$ cat src/rtl/branch_predict_unit_pkg.sv
// Shared constants and counter encodings for the branch predictor.
package branch_predict_unit_pkg;

  localparam int PC_W      = 8;
  localparam int IDX_W_DEF = 4;

  typedef enum logic [1:0] {
    CTR_SNT = 2'b00,
    CTR_WNT = 2'b01,
    CTR_WT  = 2'b10,
    CTR_ST  = 2'b11
  } ctr_e;

endpackage

$ cat src/rtl/branch_predict_unit_sat_counter2.sv
// Next-state logic for one 2-bit saturating predictor counter, including the
// reload applied when the entry belongs to a different branch.
module sat_counter2
  import branch_predict_unit_pkg::*;
(
  input  logic [1:0] cnt_i,
  input  logic       hit_i,
  input  logic       taken_i,
  output logic [1:0] cnt_o
);

  always_comb begin
    cnt_o = cnt_i;
    if (!hit_i) begin
      // A new branch starts weakly biased toward its first observed outcome.
      cnt_o = taken_i ? CTR_WT : CTR_WNT;
    end else if (taken_i) begin
      if (cnt_i != CTR_ST) cnt_o = cnt_i + 2'd1;
    end else begin
      if (cnt_i != CTR_SNT) cnt_o = cnt_i - 2'd1;
    end
  end

endmodule

$ cat src/rtl/branch_predict_unit.sv
// Direct-mapped branch predictor: combinational fetch lookup, EX-stage
// resolution with misprediction redirect, and saturating statistics.
module branch_predict_unit
  import branch_predict_unit_pkg::*;
#(
  parameter int IDX_W = IDX_W_DEF
) (
  input  logic            clk,
  input  logic            reset,
  input  logic [PC_W-1:0] pcF,
  output logic            predictionF,
  output logic [PC_W-1:0] predTargetF,
  input  logic            Branch_EX,
  input  logic            bit26_EX,
  input  logic            zero_EX,
  input  logic            kill_EX,
  input  logic [PC_W-1:0] pc_EX,
  input  logic [PC_W-1:0] pcBranch_EX,
  input  logic [PC_W-1:0] pcPlus2_EX,
  input  logic            prediction_EX,
  output logic            mispredict_EX,
  output logic [PC_W-1:0] redirectPC_EX,
  output logic [15:0]     mispredCount,
  output logic [15:0]     branchCount
);

  localparam int NUM   = 1 << IDX_W;
  localparam int TAG_W = PC_W - IDX_W;

  logic             valid_q [NUM];
  logic             valid_d [NUM];
  logic [1:0]       cnt_q   [NUM];
  logic [1:0]       cnt_d   [NUM];
  logic [TAG_W-1:0] tag_q   [NUM];
  logic [TAG_W-1:0] tag_d   [NUM];
  logic [PC_W-1:0]  tgt_q   [NUM];
  logic [PC_W-1:0]  tgt_d   [NUM];

  logic [15:0] mispred_cnt_q, mispred_cnt_d;
  logic [15:0] branch_cnt_q, branch_cnt_d;

  logic [IDX_W-1:0] idx_f, idx_ex;
  logic [TAG_W-1:0] tag_f, tag_ex;
  logic             hit_f, hit_ex;
  logic             taken, active;
  logic [1:0]       cnt_upd;

  // Fetch lookup reads only registered state, so a same-cycle update is not bypassed.
  assign idx_f       = pcF[IDX_W-1:0];
  assign tag_f       = pcF[PC_W-1:IDX_W];
  assign hit_f       = valid_q[idx_f] && (tag_q[idx_f] == tag_f);
  assign predictionF = hit_f && (cnt_q[idx_f] >= CTR_WT);
  assign predTargetF = predictionF ? tgt_q[idx_f] : '0;

  assign taken         = Branch_EX & (bit26_EX ? ~zero_EX : zero_EX);
  assign active        = Branch_EX & ~kill_EX;
  assign mispredict_EX = active & (taken != prediction_EX);
  assign redirectPC_EX = mispredict_EX ? (taken ? pcBranch_EX : pcPlus2_EX) : '0;

  assign idx_ex = pc_EX[IDX_W-1:0];
  assign tag_ex = pc_EX[PC_W-1:IDX_W];
  assign hit_ex = valid_q[idx_ex] && (tag_q[idx_ex] == tag_ex);

  sat_counter2 u_sat_counter2 (
    .cnt_i   (cnt_q[idx_ex]),
    .hit_i   (hit_ex),
    .taken_i (taken),
    .cnt_o   (cnt_upd)
  );

  always_comb begin
    valid_d = valid_q;
    cnt_d   = cnt_q;
    tag_d   = tag_q;
    tgt_d   = tgt_q;
    if (active) begin
      valid_d[idx_ex] = 1'b1;
      tag_d[idx_ex]   = tag_ex;
      cnt_d[idx_ex]   = cnt_upd;
      if (taken) tgt_d[idx_ex] = pcBranch_EX;
    end
  end

  always_comb begin
    branch_cnt_d  = branch_cnt_q;
    mispred_cnt_d = mispred_cnt_q;
    if (active && (branch_cnt_q != 16'hFFFF)) branch_cnt_d = branch_cnt_q + 16'd1;
    if (mispredict_EX && (mispred_cnt_q != 16'hFFFF)) mispred_cnt_d = mispred_cnt_q + 16'd1;
  end

  always_ff @(posedge clk or negedge reset) begin
    if (!reset) begin
      for (int i = 0; i < NUM; i++) begin
        valid_q[i] <= 1'b0;
        cnt_q[i]   <= CTR_WNT;
        tag_q[i]   <= '0;
        tgt_q[i]   <= '0;
      end
      branch_cnt_q  <= '0;
      mispred_cnt_q <= '0;
    end else begin
      valid_q       <= valid_d;
      cnt_q         <= cnt_d;
      tag_q         <= tag_d;
      tgt_q         <= tgt_d;
      branch_cnt_q  <= branch_cnt_d;
      mispred_cnt_q <= mispred_cnt_d;
    end
  end

  assign mispredCount = mispred_cnt_q;
  assign branchCount  = branch_cnt_q;

endmodule

$ cat config.mk
export PLATFORM = sky130hd
export DESIGN_NAME = branch_predict_unit
export DESIGN_NICKNAME = d
export VERILOG_FILES = /design/src/rtl/branch_predict_unit_pkg.sv /design/src/rtl/branch_predict_unit_sat_counter2.sv /design/src/rtl/branch_predict_unit.sv
export SDC_FILE = /design/constraint.sdc
export NUM_CORES = 1
export LEC_CHECK = 0
export CORE_UTILIZATION = 45
export DETAILED_ROUTE_END_ITERATION = 6
export GPL_ROUTABILITY_DRIVEN = 0
export SETUP_SLACK_MARGIN = 0.05
export SLEW_MARGIN = 20
export SYNTH_ARGS = -nofsm -noshare
export SYNTH_HDL_FRONTEND = slang
export SYNTH_SLANG_ARGS = --single-unit
$ cat constraint.sdc
create_clock -name clk -period 6.8 [get_ports clk]
set_clock_uncertainty 0.1 [all_clocks]
set_input_delay 1.02 -clock clk [delete_from_list [all_inputs] [get_ports clk]]
set_output_delay 1.02 -clock clk [all_outputs]
set_load 0.01 [all_outputs]
# Word level (Yosys, flattened, before mapping)
# Index checks and enable logic that the tools add are counted.
totals:
  in_bits: 39
  regBits: 272
  word_cells: 137
op_classes:
  bitwise_logic: 8
  addsub: 4
  reduce_logical: 8
  n_eq_ne: 6
  n_lt_le_gt_ge: 4
  mux: 41
op_table:
  columns: ["cell", "n"]
  rows:
  - ["bitwise mux 128 bit", 1]
  - ["bitwise mux 64 bit", 1]
  - ["two-way mux 8 bit", 6]
  - ["adder 16 x 1 -> 16 bit (second input constant)", 2]
  - ["binary-select mux 4 bit (select 4 bit)", 2]
  - ["binary-select mux 8 bit (select 4 bit)", 1]
  - ["bitwise mux 32 bit", 1]
  - ["demux 8 bit (select 4 bit)", 1]
  - ["!= test 16 bit (second input constant)", 2]
  - ["two-way mux 2 bit", 10]
  - ["two-way mux 4 bit", 5]
  - ["binary-select mux 2 bit (select 4 bit)", 2]
  - ["demux 4 bit (select 4 bit)", 1]
  - ["OR 16 bit", 1]
  - ["greater-or-equal comparator 5 bit (second input constant)", 2]
  - ["inverter 4 -> 5 bit", 2]
  - ["binary-select mux 1 bit (select 4 bit)", 2]
  - ["demux 2 bit (select 4 bit)", 1]
  - ["== test 4 bit", 2]
  - ["logical AND 1 bit", 6]
  - ["two-way mux 1 bit", 6]
  - ["< comparator 5 x 1 -> 1 bit (second input constant)", 1]
  - ["demux 1 bit (select 4 bit)", 1]
  - ["AND 1 bit", 3]
  - ["other kinds (8)", 9]

# Longest topological paths before layout
logic_depth:
  depth_word: 9
  mapped_depth: 11
  mapped_depth_nobuf: 8

# Hierarchy
# A second synthesis with hierarchy kept.
hier_totals:
  cells_unflattened: 918
  hier_area_um2: 13325.3
by_module_without_submodules:
  columns: ["module", "n_inst", "area_per_inst_um2", "seq_area_each_um2", "cells_per_inst"]
  rows:
  - ["branch_predict_unit", 1, 13277.7, 6826.5, 910]
  - ["sat_counter2", 1, 47.5, 0.0, 8]

# Worst setup path after synthesis
# Ideal clock, no wire load.
synth_path:
  path_kind: "input to output"
  startpoint: "input pcF[0]"
  endpoint: "output predTargetF[0]"
  stages: 7
  arrival_time_ps: 3021
  n_path_buf: 1
  slack_ps: 2659
  cell_sequence: "buf_2 mux4_2 mux4_2 xor2_1 nor2_1 nand4_1 nor2b_1"
synth_between:
  elab_chain_cells: 8
synth_rtl:
  columns: ["item", "line_no", "text"]
  rows:
  - ["from (decl)", "branch_predict_unit.sv:10", "input logic [PC_W-1:0] pcF,"]
  - ["inverter 4 -> 5 bit (implied by the code) (*)", "branch_predict_unit.sv:51, branch_predict_unit.sv:52, branch_predict_unit.sv:53", null]
  - ["binary-select mux 4 bit (select 4 bit)", "branch_predict_unit.sv:51", "assign hit_f = valid_q[idx_f] && (tag_q[idx_f] == tag_f);"]
  - ["two-way mux 4 bit (implied by the code) (2 in a row)", "branch_predict_unit.sv:51", null]
  - ["== test 4 bit", "branch_predict_unit.sv:51", null]
  - ["logical AND 1 bit", "branch_predict_unit.sv:51", null]
  - ["logical AND 1 bit", "branch_predict_unit.sv:52", "assign predictionF = hit_f && (cnt_q[idx_f] >= CTR_WT);"]
  - ["two-way mux 8 bit (*)", "branch_predict_unit.sv:53", "assign predTargetF = predictionF ? tgt_q[idx_f] : '0;"]
  - ["to (decl)", "branch_predict_unit.sv:12", "output logic [PC_W-1:0] predTargetF,"]
# Mark *: on every way between the ends. The rest lies on a longest branch, timed or not. The select of a mux whose other input is x is not followed.

# Worst setup path in the final report
layout_path:
  startpoint: "input pcF[2]"
  endpoint: "output predTargetF[2]"
# The elaborated chain is that of the path after synthesis.

==> results.cfg <==
[global_routing]
antenna_found_initial = 0
grt_use_total = 0.239
grt_max_degree = 128
grt_pass1_vias = 9233
grt_pass1_wl_mm = 56.4
overflow = 0

[die]
start_util = 0.459
die_area_sq_um = 31100
io_pins = 89
die_x_microns = 176
rows = 63
die_h_microns = 176
core_area_sq_um = 29800

[setup_path]
required_ps = 5680
crit_path_start_kind = input pin
worst-endpoint-arrival_ps = 4260
end_kind = output port
critical_path_class = in2out
crit_fanout = 11
ff2ff_path_depth = 7

[route]
route.detailed.drc = 0
vias = 9190
vias_per_cell = 5.75
drt_iter0_markers = 731
routed_wl_mm = 35.7
ant_nets = 0
drt_pre_antenna_iters = 5
wire_per_inst_microns = 22.3

[placement]
placed_area_sq_um = 14800
place_ws_ps = 1380
dp_hpwl_mm = 23.8
io_buffers = 88
dp.cells = 1542

[final_layout]
design_area_sq_um = 15900
final_common_cell = nand2_1
antenna_cells = 0
multi_input_area_sq_um = 6480
drive_above_1_share = 0.272
fin_cells = 1598
num-fill-cells = 2579
ff_latch_area_sq_um = 6830
layout_common_cells = nand2_1, dfrtp_1, mux2_2, clkdlybuf4s50_1, mux4_2
area_delta_synth_final_pct = 16.1
nets = 1225

[cts]
postCtsSetupBuffers = 0
clk_latency_ps = 550
cts_buffers = 30
cts_tree = built
cts_sinks = 272
htreeDepth = 1
cts_root_buffer = clkbuf_16
ctsHoldBuffers = 0
cts-resized-gates = 0
clockBufferDepth = 3
clkSlewWorstSetupHoldPaths_ps = 60

[power]
seq_power_share = 0.444
peakVddDrop_mv = 0.236
p_leak_uw = 0.00721
swShare = 0.264
internal-power_uw = 3420
power_switching_uw = 1230
comb_power_share = 0.168
pwr-share-clk = 0.388
power_density_nw_per_um2 = 292
p_total_uw = 4640

[sta]
rsz0062_at_grt = false
fin_tns_setup_ps = 0
post-route-min-period_ps = 5380
worstMarginPinSlew_ps = 1070
max_freq_mhz = 186
relSlewSlack = 0.283
worst_slack_ps = 1420
hold_viol = 0
setup_violations = 0
post-route-period-util = 0.792
drv_slew = 0

[logic_synthesis]
ys_seq_area_frac = 0.499
ys_ff_latch = 272
ys_warn_count = 0
synth.distinct_cells = 72
syn-num-nets = 1146
synth_ff_type = dfrtp_1
async_reset_ff_frac = 1.00
netlist_area_sq_um = 13700
postSynthAreaPerCell_sq_um = 12.4
synth_edf_count = 0
synth_cells = 1105

[min_path]
worst_hold_path_type = in2async

[run]
drv_cap = 0

[status]
status = finished clean
-- critical path, stage by stage --
cell and delay [ps]:
clkdlybuf4s50_1 770, buf_4 340, mux4_2 540, xor2_1 160, nor2_1 100, nand4_1 480
nor2b_1 290, clkdlybuf4s50_1 560
-- sequential cells by signal, indices dropped and copies added, names as in the netlist --
name / count
tgt_q: 128
tag_q: 64
cnt_q: 32
branchCount: 16
mispredCount: 16
valid_q: 16
-- power groups by stage --
stage	clock [uW]	sequential (uW)	combinational [uW]
floorplan	0	2030	538
global placement	0	2080	767
detailed placement	0	2080	785
CTS	1840	2060	788
global route	1900	2090	860
finish	1800	2060	782
-- layout make-up --
type                       instances  share of cell area
timing repair buffer              99              0.0609
tap                              390              0.0307
sequential                       272               0.429
clock inverter                    12              0.0144
clock buffer                      44              0.0556
multi-input combinational        774               0.407
inverter                           7             0.00165
-- final timing paths --
| check | startpoint | end | slack, ps |
|---|---|---|---|
| worst min register to register | cnt_q[0] | cnt_q[0] | 380 |
| worst min-delay path | reset | branchCount[14] | 370 |
| worst max-delay path | pcF[2] | predTargetF[2] | 1420 |
| max in group asynchronous | reset | tag_q[48] | 5080 |
| worst max register to register | tag_q[2] | cnt_q[1] | 3770 |
| min in group clk | cnt_q[0] | cnt_q[0] | 380 |
-- cell families after synthesis --
logic type / count (synthesis) / share of synthesized area
AO/OA/AOI/OAI: 88 / 0.0530
XOR/XNOR: 38 / 0.0254
adder cells (fa/ha/maj): 2 / 0.00183
buffers and inverters: 59 / 0.0281
flip-flops: 272 / 0.499
multiplexers: 241 / 0.266
AND/OR/NAND/NOR: 405 / 0.127
-- cells in the mapped netlist, types with 16 or more instances --
library cell / number / area, sq um
nand2_1: 272 / 1020
dfrtp_1: 256 / 6410
mux2_2: 142 / 1600
mux4_2: 68 / 1530
nor2_1: 45 / 169
xnor2_1: 25 / 219
clkbuf_1: 24 / 90.1
nand3_1: 19 / 95.1
nand2b_1: 18 / 113
a31oi_1: 16 / 100
dfstp_2: 16 / 420
mux2i_1: 16 / 160
-- metal layers --
| metal | global-route usage | vias to the layer above | wire [microns] |
|---|---|---|---|
| li1 | - | 4111 | - |
| met1 | 0.362 | 4729 | 16900 |
| met2 | 0.355 | 296 | 15700 |
| met3 | 0.0416 | 54 | 2310 |
| met4 | 0.0589 | 0 | 751 |
| met5 | 0 | - | 0 |
-- stage by stage --
stage,hold slack [ps],util
global route,389,0.534
floorplan,348,-
CTS,377,0.534
global placement,363,0.496
detailed placement,369,0.496
finish,375,0.534
(Power assumes the default switching activity.)
